[config.mk]
export PLATFORM = sky130hd
export DESIGN_NAME = hqa_col_metric
export DESIGN_NICKNAME = d
export VERILOG_FILES = /design/src/rtl/hqa_col_metric.sv
export SDC_FILE = /design/constraint.sdc
export NUM_CORES = 2
export LEC_CHECK = 0
export ABC_AREA = 1
export BUFFER_PORTS_ARGS = -buffer_cell sky130_fd_sc_hd__buf_2
export CAP_MARGIN = 15
export CORE_MARGIN = 2
export CORE_UTILIZATION = 40
export DETAILED_ROUTE_END_ITERATION = 6
export GPL_TIMING_DRIVEN = 0
export PLACE_DENSITY_LB_ADDON = 0.25
export SYNTH_ARGS = -nofsm -noshare
export SYNTH_HDL_FRONTEND = slang
export SYNTH_SLANG_ARGS = --single-unit
export TNS_END_PERCENT = 1
[constraint.sdc]
create_clock -name clk -period 13.3 [get_ports clk]
set_input_delay 0.665 -clock clk [delete_from_list [all_inputs] [get_ports clk]]
set_output_delay 0.665 -clock clk [all_outputs]
set_load 0.02 [all_outputs]
[src/rtl/hqa_col_metric.sv]
// hqa_col_metric: matched-filter projection Re{col^H y} and squared norm
// ||col||^2 for the two H*A product columns, using one shared MAC over 8 steps.
// Optional feature macro: HQA_METRIC_SAT_EN (clamp results instead of wrapping).
// Ports:
//   clk, rst                  clock, synchronous active-high reset
//   col0_r/i, col1_r/i        product columns, 4 x Q8.8, element 0 in MSBs
//   y_r/i                     received vector, same packing
//   in_valid                  level; a rising edge starts a computation
//   proj0/1, norm0/1          Q8.8 results, held until the next result
//   out_valid                 one-cycle result strobe
//   busy                      high from capture until out_valid
//   sat_flag                  a result was clamped in the last computation
module hqa_col_metric #(
    parameter int DW    = 16,
    parameter int FRAC  = 8,
    parameter int ACC_W = 36
) (
    input  logic            clk,
    input  logic            rst,
    input  logic [4*DW-1:0] col0_r,
    input  logic [4*DW-1:0] col0_i,
    input  logic [4*DW-1:0] col1_r,
    input  logic [4*DW-1:0] col1_i,
    input  logic [4*DW-1:0] y_r,
    input  logic [4*DW-1:0] y_i,
    input  logic            in_valid,
    output logic [DW-1:0]   proj0,
    output logic [DW-1:0]   proj1,
    output logic [DW-1:0]   norm0,
    output logic [DW-1:0]   norm1,
    output logic            out_valid,
    output logic            busy,
    output logic            sat_flag
);

    typedef enum logic [1:0] {IDLE, ACC, FIN, DONE} state_t;

    state_t state;
    logic   in_valid_d;
    logic [2:0] step;

    logic [4*DW-1:0] c0r_q, c0i_q, c1r_q, c1i_q, yr_q, yi_q;
    logic signed [ACC_W-1:0] pacc0, pacc1, nacc0, nacc1;
    logic [DW-1:0] res_p0, res_p1, res_n0, res_n1;
    logic          res_sat;

    // Element select: column from step[2], element k = step[1:0]
    // (element 0 sits in the MSBs, hence the inverted index).
    logic [1:0]      idx;
    logic [4*DW-1:0] sel_r, sel_i;
    logic signed [DW-1:0] cr, ci, yr, yi;

    assign idx   = ~step[1:0];
    assign sel_r = step[2] ? c1r_q : c0r_q;
    assign sel_i = step[2] ? c1i_q : c0i_q;
    assign cr    = sel_r[idx*DW +: DW];
    assign ci    = sel_i[idx*DW +: DW];
    assign yr    = yr_q[idx*DW +: DW];
    assign yi    = yi_q[idx*DW +: DW];

    logic signed [2*DW-1:0] p_ry, p_iy, p_rr, p_ii;
    assign p_ry = cr * yr;
    assign p_iy = ci * yi;
    assign p_rr = cr * cr;
    assign p_ii = ci * ci;

    function automatic logic signed [ACC_W-1:0] ext(input logic signed [2*DW-1:0] v);
        return {{(ACC_W-2*DW){v[2*DW-1]}}, v};
    endfunction

    logic signed [ACC_W-1:0] pterm, nterm;
    assign pterm = ext(p_ry) + ext(p_iy);
    assign nterm = ext(p_rr) + ext(p_ii);

    // Final reduction of the four accumulators to DW bits.
    logic [DW-1:0] red_p0, red_p1, red_n0, red_n1;
    logic          red_sat;

`ifdef HQA_METRIC_SAT_EN
    localparam logic signed [ACC_W-1:0] PMAX = ACC_W'((64'sd1 <<< (DW-1)) - 64'sd1);
    localparam logic signed [ACC_W-1:0] PMIN = -PMAX - ACC_W'(1);

    // Returns {clamped, value}.
    function automatic logic [DW:0] clamp_p(input logic signed [ACC_W-1:0] a);
        logic signed [ACC_W-1:0] sh;
        sh = a >>> FRAC;
        if (sh > PMAX)
            return {1'b1, PMAX[DW-1:0]};
        else if (sh < PMIN)
            return {1'b1, PMIN[DW-1:0]};
        else
            return {1'b0, sh[DW-1:0]};
    endfunction

    function automatic logic [DW:0] clamp_n(input logic signed [ACC_W-1:0] a);
        logic signed [ACC_W-1:0] sh;
        sh = a >>> FRAC;
        if (sh > PMAX)
            return {1'b1, PMAX[DW-1:0]};
        else if (sh < 0)
            return {1'b1, {DW{1'b0}}};
        else
            return {1'b0, sh[DW-1:0]};
    endfunction

    logic [DW:0] cp0, cp1, cn0, cn1;
    always_comb begin
        cp0     = clamp_p(pacc0);
        cp1     = clamp_p(pacc1);
        cn0     = clamp_n(nacc0);
        cn1     = clamp_n(nacc1);
        red_p0  = cp0[DW-1:0];
        red_p1  = cp1[DW-1:0];
        red_n0  = cn0[DW-1:0];
        red_n1  = cn1[DW-1:0];
        red_sat = cp0[DW] | cp1[DW] | cn0[DW] | cn1[DW];
    end
`else
    // Wrap: low DW bits of the arithmetic shift by FRAC.
    always_comb begin
        red_p0  = pacc0[FRAC +: DW];
        red_p1  = pacc1[FRAC +: DW];
        red_n0  = nacc0[FRAC +: DW];
        red_n1  = nacc1[FRAC +: DW];
        red_sat = 1'b0;
    end
`endif

    always_ff @(posedge clk) begin
        if (rst) begin
            state      <= IDLE;
            in_valid_d <= 1'b0;
            step       <= '0;
            c0r_q      <= '0;
            c0i_q      <= '0;
            c1r_q      <= '0;
            c1i_q      <= '0;
            yr_q       <= '0;
            yi_q       <= '0;
            pacc0      <= '0;
            pacc1      <= '0;
            nacc0      <= '0;
            nacc1      <= '0;
            res_p0     <= '0;
            res_p1     <= '0;
            res_n0     <= '0;
            res_n1     <= '0;
            res_sat    <= 1'b0;
            proj0      <= '0;
            proj1      <= '0;
            norm0      <= '0;
            norm1      <= '0;
            sat_flag   <= 1'b0;
            out_valid  <= 1'b0;
            busy       <= 1'b0;
        end else begin
            in_valid_d <= in_valid;
            out_valid  <= 1'b0;
            unique case (state)
                IDLE: begin
                    if (in_valid && !in_valid_d) begin
                        c0r_q <= col0_r;
                        c0i_q <= col0_i;
                        c1r_q <= col1_r;
                        c1i_q <= col1_i;
                        yr_q  <= y_r;
                        yi_q  <= y_i;
                        pacc0 <= '0;
                        pacc1 <= '0;
                        nacc0 <= '0;
                        nacc1 <= '0;
                        step  <= '0;
                        busy  <= 1'b1;
                        state <= ACC;
                    end
                end
                ACC: begin
                    if (step[2]) begin
                        pacc1 <= pacc1 + pterm;
                        nacc1 <= nacc1 + nterm;
                    end else begin
                        pacc0 <= pacc0 + pterm;
                        nacc0 <= nacc0 + nterm;
                    end
                    step <= step + 3'd1;
                    if (step == 3'd7)
                        state <= FIN;
                end
                FIN: begin
                    res_p0  <= red_p0;
                    res_p1  <= red_p1;
                    res_n0  <= red_n0;
                    res_n1  <= red_n1;
                    res_sat <= red_sat;
                    state   <= DONE;
                end
                DONE: begin
                    proj0     <= res_p0;
                    proj1     <= res_p1;
                    norm0     <= res_n0;
                    norm1     <= res_n1;
                    sat_flag  <= res_sat;
                    out_valid <= 1'b1;
                    busy      <= 1'b0;
                    state     <= IDLE;
                end
                default: state <= IDLE;
            endcase
        end
    end

endmodule

# Word-level counts from Yosys, hierarchy flattened
# Index checks and enable logic that the tools add are counted.
[op_classes] mux=19 n_bitwise=1 reduce_logical=11 add_sub_neg=7 shifts=4 mul=4 eq_ne=8
[op_table] operator="one-hot mux 36 bit (2 select lines)" n=4
[op_table] operator="variable part select 64 x 7 -> 16 bit" n=4
[op_table] operator="2-to-1 mux 36 bit" n=5
[op_table] operator="adder 36 x 33 -> 36 bit" n=4
[op_table] operator="multiplier 16 x 16 -> 32 bit" n=4
[op_table] operator="2-to-1 mux 64 bit" n=2
[op_table] operator="adder 32 x 32 -> 33 bit" n=2
[op_table] operator="inequality test 2 bit (second input constant)" n=4
[op_table] operator="one-hot mux 2 bit (4 select lines)" n=1
[op_table] operator="AND reduction 2 bit" n=4
[op_table] operator="one-hot mux 3 bit (2 select lines)" n=1
[op_table] operator="AND reduction 3 bit" n=2
[op_table] operator="equality test 2 bit (second input constant)" n=2
[op_table] operator="2-to-1 mux 2 bit" n=2
[op_table] operator="nonzero test 2 bit" n=2
[op_table] operator="adder 3 x 1 -> 3 bit (second input constant)" n=1
[op_table] operator="equality test 3 bit (second input constant)" n=1
[op_table] operator="2-to-1 mux 3 bit" n=1
[op_table] operator="equality test 2 x 1 -> 1 bit (second input constant)" n=1
[op_table] operator="zero test 2 bit" n=1
[op_table] operator="2-to-1 mux 1 bit" n=2
[op_table] operator="NOT 2 bit" n=1
[op_table] operator="one-hot mux 1 bit (2 select lines)" n=1
[op_table] operator="logical AND 1 bit" n=1
[op_table] operator="zero test 1 bit" n=1
[word_totals] regBits=664 elab_cells=77 inputBits=387 output_inout_bits=67

# Depth between registers and ports, before layout
[logic_depth] depth_word=7 ltp_mapped=53 mapped_depth_nobuf=49

# Worst setup path after synthesis
# Ideal clock, no wire load.
[synth_timing] path_kind="reg-to-reg" start="register step[0]" end="register nacc0[23]" setup_ps=67 path_stages_with_launch=46 synth_period_minus_slack_ps=9106 slack_ps=4194 arrival_time_ps=9038 n_path_buf=6 required_time_ps=13233 path_cell_list="dfxtp_1 > buf_6 > buf_8 > buf_6 > buf_2 > buf_1 > a21oi_1 > o21ai_0 > nand3_1 > nand2_1 > clkbuf_1 > nor2_1 > fa_1 > inv_1 > fa_1 > inv_1 > fa_1 > inv_1 > [10 not listed] > o31ai_1 > a21oi_1 > o21bai_1 > a21oi_1 > nor2_1 > nor2_1 > xor2_1 > inv_1 > ha_1 > inv_1 > nor4_1 > nand3_1 > nand3_1 > xor2_1 > inv_1 > nand3_1 > nand3_1 > a21oi_2"
[synth_via] elab_chain_len=7 elab_cells_between_ends=9 classes_between="add/sub: 2; mul: 2; shift: 2; mux: 2; bitwise: 1"
[synth_lines] item="from (decl)" line="40" text="logic [2:0] step;"
[synth_lines] item="from (signal assigned)" line="185" text="step <= step + 3'd1;"
[synth_lines] item="NOT 2 bit (*)" line="53" text="assign idx = ~step[1:0];"
[synth_lines] item="variable part select 64 x 7 -> 16 bit (on tied branches)" line="56, 57"
[synth_lines] item="multiplier 16 x 16 -> 32 bit (on tied branches)" line="64, 65"
[synth_lines] item="adder 32 x 32 -> 33 bit (*)" line="73" text="assign nterm = ext(p_rr) + ext(p_ii);"
[synth_lines] item="adder 36 x 33 -> 36 bit (*)" line="183" text="nacc0 <= nacc0 + nterm;"
[synth_lines] item="2-to-1 mux 36 bit (*)" line="178" text="if (step[2]) begin"
[synth_lines] item="one-hot mux 36 bit (2 select lines) (*)" line="159" text="unique case (state)"
[synth_lines] item="to (signal assigned)" line="183"
[synth_lines] item="to (decl)" line="43" text="logic signed [ACC_W-1:0] pacc0, pacc1, nacc0, nacc1;"
# Every way passes the cells marked *; elsewhere a longest branch is shown, timed or not. The select of a mux whose other input is x is not followed.
# A chain may end at the register's enable or synchronous reset.

# Final worst setup path
[layout_timing] start="register step[0]" end="register pacc1[23]"
[layout_via] elab_chain_len=7 elab_cells_between_ends=11 classes_between="add/sub: 2; mul: 2; shift: 4; mux: 2; bitwise: 1"
[layout_lines] item="NOT 2 bit (*)" line="53"
[layout_lines] item="variable part select 64 x 7 -> 16 bit (on tied branches)"
[layout_lines] item="multiplier 16 x 16 -> 32 bit (on tied branches)" line="62, 63"
[layout_lines] item="adder 32 x 32 -> 33 bit (*)" line="72" text="assign pterm = ext(p_ry) + ext(p_iy);"
[layout_lines] item="adder 36 x 33 -> 36 bit (*)" line="179" text="pacc1 <= pacc1 + pterm;"
[layout_lines] item="2-to-1 mux 36 bit (*)" line="178"
[layout_lines] item="one-hot mux 36 bit (2 select lines) (*)" line="159"
[layout_lines] item="to (signal assigned)" line="179"
[layout_lines] item="to (decl)" line="43"
# Marked as above.

==> run_results.csv <==
group,metric,value,unit
routing,drt_iter0_drc,4710,
final_layout,fillers,14400,
worst_setup_path,arrival,13.36,ns
worst_hold_path,hp-class,"input port to flip-flop",
placement,dp.final_hpwl,186000,µm
logic_synthesis,ys_async_sr_fraction,0,%
clocking,clk_pin_slew,0.06,ns
die,ioPinCount,454,
sta,whs,0.175,ns
clocking,clk_path_buf_depth,3,
logic_synthesis,syn_nets,8909,
logic_synthesis,yosysMostFrequentCell,"inv_1",
logic_synthesis,synthTopCellsByArea,"fa_1, dfxtp_1, inv_1",
clocking,cts_made_buffers,71,
worst_setup_path,endpoint_kind,"flip-flop",
logic_synthesis,avgSynthCellArea,7.75,µm²
sta,grt_setup_unrepaired,"false",
clocking,cts_resized,0,
global_route,grt_max_degree,15,
final_layout,regArea,12300,µm²
final_layout,nets,9439,
worst_setup_path,critPathKind,"flip-flop to flip-flop",
sta,min_period,12.77,ns
logic_synthesis,yosys_warnings,0,
logic_synthesis,synth_seq_area_share,21.6,%
global_route,grt_pass1_wl,326000,µm
final_layout,multi_input_area,37900,µm²
logic_synthesis,ys_seq_elements,616,
run,cap_violations,0,
die,rows,138,
worst_setup_path,cpPeakStageDelay,0.86,ns
clocking,cts_tree,"done",
die,fp.dieH,382,µm
sta,relSlewSlack,7.10,%
sta,setup_viol,0,
placement,io_buffers,452,
placement,gp_congestion,1.06,
global_route,grt_overflow,0,
global_route,grt_antenna_before_repair,1,
clocking,cts_setup_buffers,0,
global_route,grt_pass1_vias,51600,
logic_synthesis,postSynthCellCount,7381,
final_layout,layout-drive-gt1-share,9.22,%
sta,fmax,78.3,MHz
final_layout,syn_to_final_growth,12.7,%
routing,antenna_left,0,
sta,tightest_slew,1.39,ns
routing,drt-total-wl,223000,µm
global_route,grt_usage,30.3,%
worst_setup_path,cpMostUsedCell,"fa_1",
logic_synthesis,synth.distinct_cells,56,
worst_setup_path,crit_fanout,10,
sta,finClkSkew,0.0917,ns
die,core,142000,µm²
worst_setup_path,slowest_stage,"buf_1",
routing,drc,0,
logic_synthesis,netlist_top_cells_count,"inv_1, nor2_1, nand2_1",
routing,dr_total_vias,51900,
sta,hold_viol_final,0,
clocking,hold_buffers,0,
clocking,cts_sinks,616,
die,die_area,146000,µm²
routing,drt-wirelength-per-cell,22.6,µm
routing,first_pass_iters,7,
sta,finalSetupTns,0,ns
worst_setup_path,start_kind,"flip-flop",
worst_setup_path,cp_data_required_time,13.89,ns
clocking,h-tree-depth,3,
clocking,cts_root_buffer,"clkbuf_16",
die,initial_core_util,40.4,%
logic_synthesis,syn-cell-area,57200,µm²
logic_synthesis,synth_top_area_cell,"fa_1",
routing,vias_per_cell,5.26,
sta,drv_slew,0,
logic_synthesis,ys.flop_type,"dfxtp_1",
clocking,insertion_delay,0.73,ns
sta,final.period_utilization,96.0,%
run_status,status,"complete, no violations",
logic_synthesis,netlist.area_leader.share,27.6,%
logic_synthesis,synth_edf_count,0,
die,die_w,382,µm
state kept, by name, indices dropped and copies added (netlist names), 24 cells and up:
signal	count
c0i_q	64
c0r_q	64
c1i_q	64
c1r_q	64
nacc0	24
nacc1	24
pacc0	24
pacc1	24
yi_q	64
yr_q	64
per-stage QoR:
step	instance area [µm²]	instances	util [%]	setup slack, ns
2_1_floorplan	57200	7381	-	4.19
3_3_place_gp	61800	9723	43.6	0.710
3_5_place_dp	61900	9727	43.7	0.753
4_1_cts	64400	9857	45.5	0.670
5_1_grt	64400	9858	45.5	0.101
6_report	64500	9864	45.5	0.528
path summary, 6_finish.rpt:
check | startpoint | endpoint | slack (ns) | cells past startpoint
max | step[0]$_SDFFE_PP0P_ | pacc1[23]$_SDFFE_PP0P_ | 0.53 | 43
min reg2reg | c1i_q[9]$_SDFFE_PP0P_ | c1i_q[9]$_SDFFE_PP0P_ | 0.45 | 2
max reg2reg | step[0]$_SDFFE_PP0P_ | pacc1[23]$_SDFFE_PP0P_ | 0.53 | 43
min | col0_i[39] | c0i_q[39]$_SDFFE_PP0P_ | 0.18 | 3
area by class of cell:
cell class	instances	area share, %
multi-input cells	4985	58.8
clock inverters	34	0.825
clock buffers	96	3.12
flip-flops and latches	616	19.1
repair buffers	457	3.60
diodes	6	0.0233
well taps	1890	3.67
plain buffers	353	2.47
inverters	1427	8.32
cell families after synthesis:
kind of cell	Yosys count	synth area share (%)
XOR/XNOR	86	1.37
flip-flops	616	21.6
other	1	0.00655
adder cells (fa/ha/maj)	1141	35.3
buffers and inverters	1780	12.2
AO/OA/AOI/OAI	1426	13.2
AND/OR/NAND/NOR	2331	16.5
routing by layer:
metal | vias up | global-route usage [%] | wire length (µm)
met3 | 512 | 5.45 | 18900
met2 | 2397 | 48.6 | 101000
met1 | 25100 | 38.4 | 88300
met5 | - | 0 | 0
li1 | 23800 | - | -
met4 | 0 | 17.2 | 14900
critical path: cells and delay by family (launching register included):
family	cells	cell delay [ns]
adders and majority gates	10	4.87
buffers and inverters	11	3.19
and+or+nand+nor	14	2.51
xor gates and xnor gates	2	0.86
AOI/OAI and AO/OA	6	0.79
DFF	1	0.39
cells in the final DEF (no fill, tap or decap), types with 8 or more instances in the layout:
cell type	n
buf_6	28
a31oi_1	14
xor2_1	41
buf_2	472
clkbuf_8	14
nor4_1	11
o21bai_1	8
nand3_2	14
nand3_1	216
nand2_1	900
fa_1	789
o21ai_1	19
nand3b_1	10
a32oi_1	13
nor2_1	1086
inv_2	13
nand4_1	17
o21ai_0	687
clkbuf_1	293
ha_1	352
clkinv_2	11
o211ai_1	29
dfxtp_1	616
clkbuf_16	71
buf_1	18
nand2_2	17
or2_2	24
clkinv_1	9
nor3_1	19
inv_1	1402
a21o_1	14
xnor2_1	42
a21oi_1	594
Power is not shown: default switching activity piles up to over one toggle a cycle in this logic, so the estimate is an artifact.
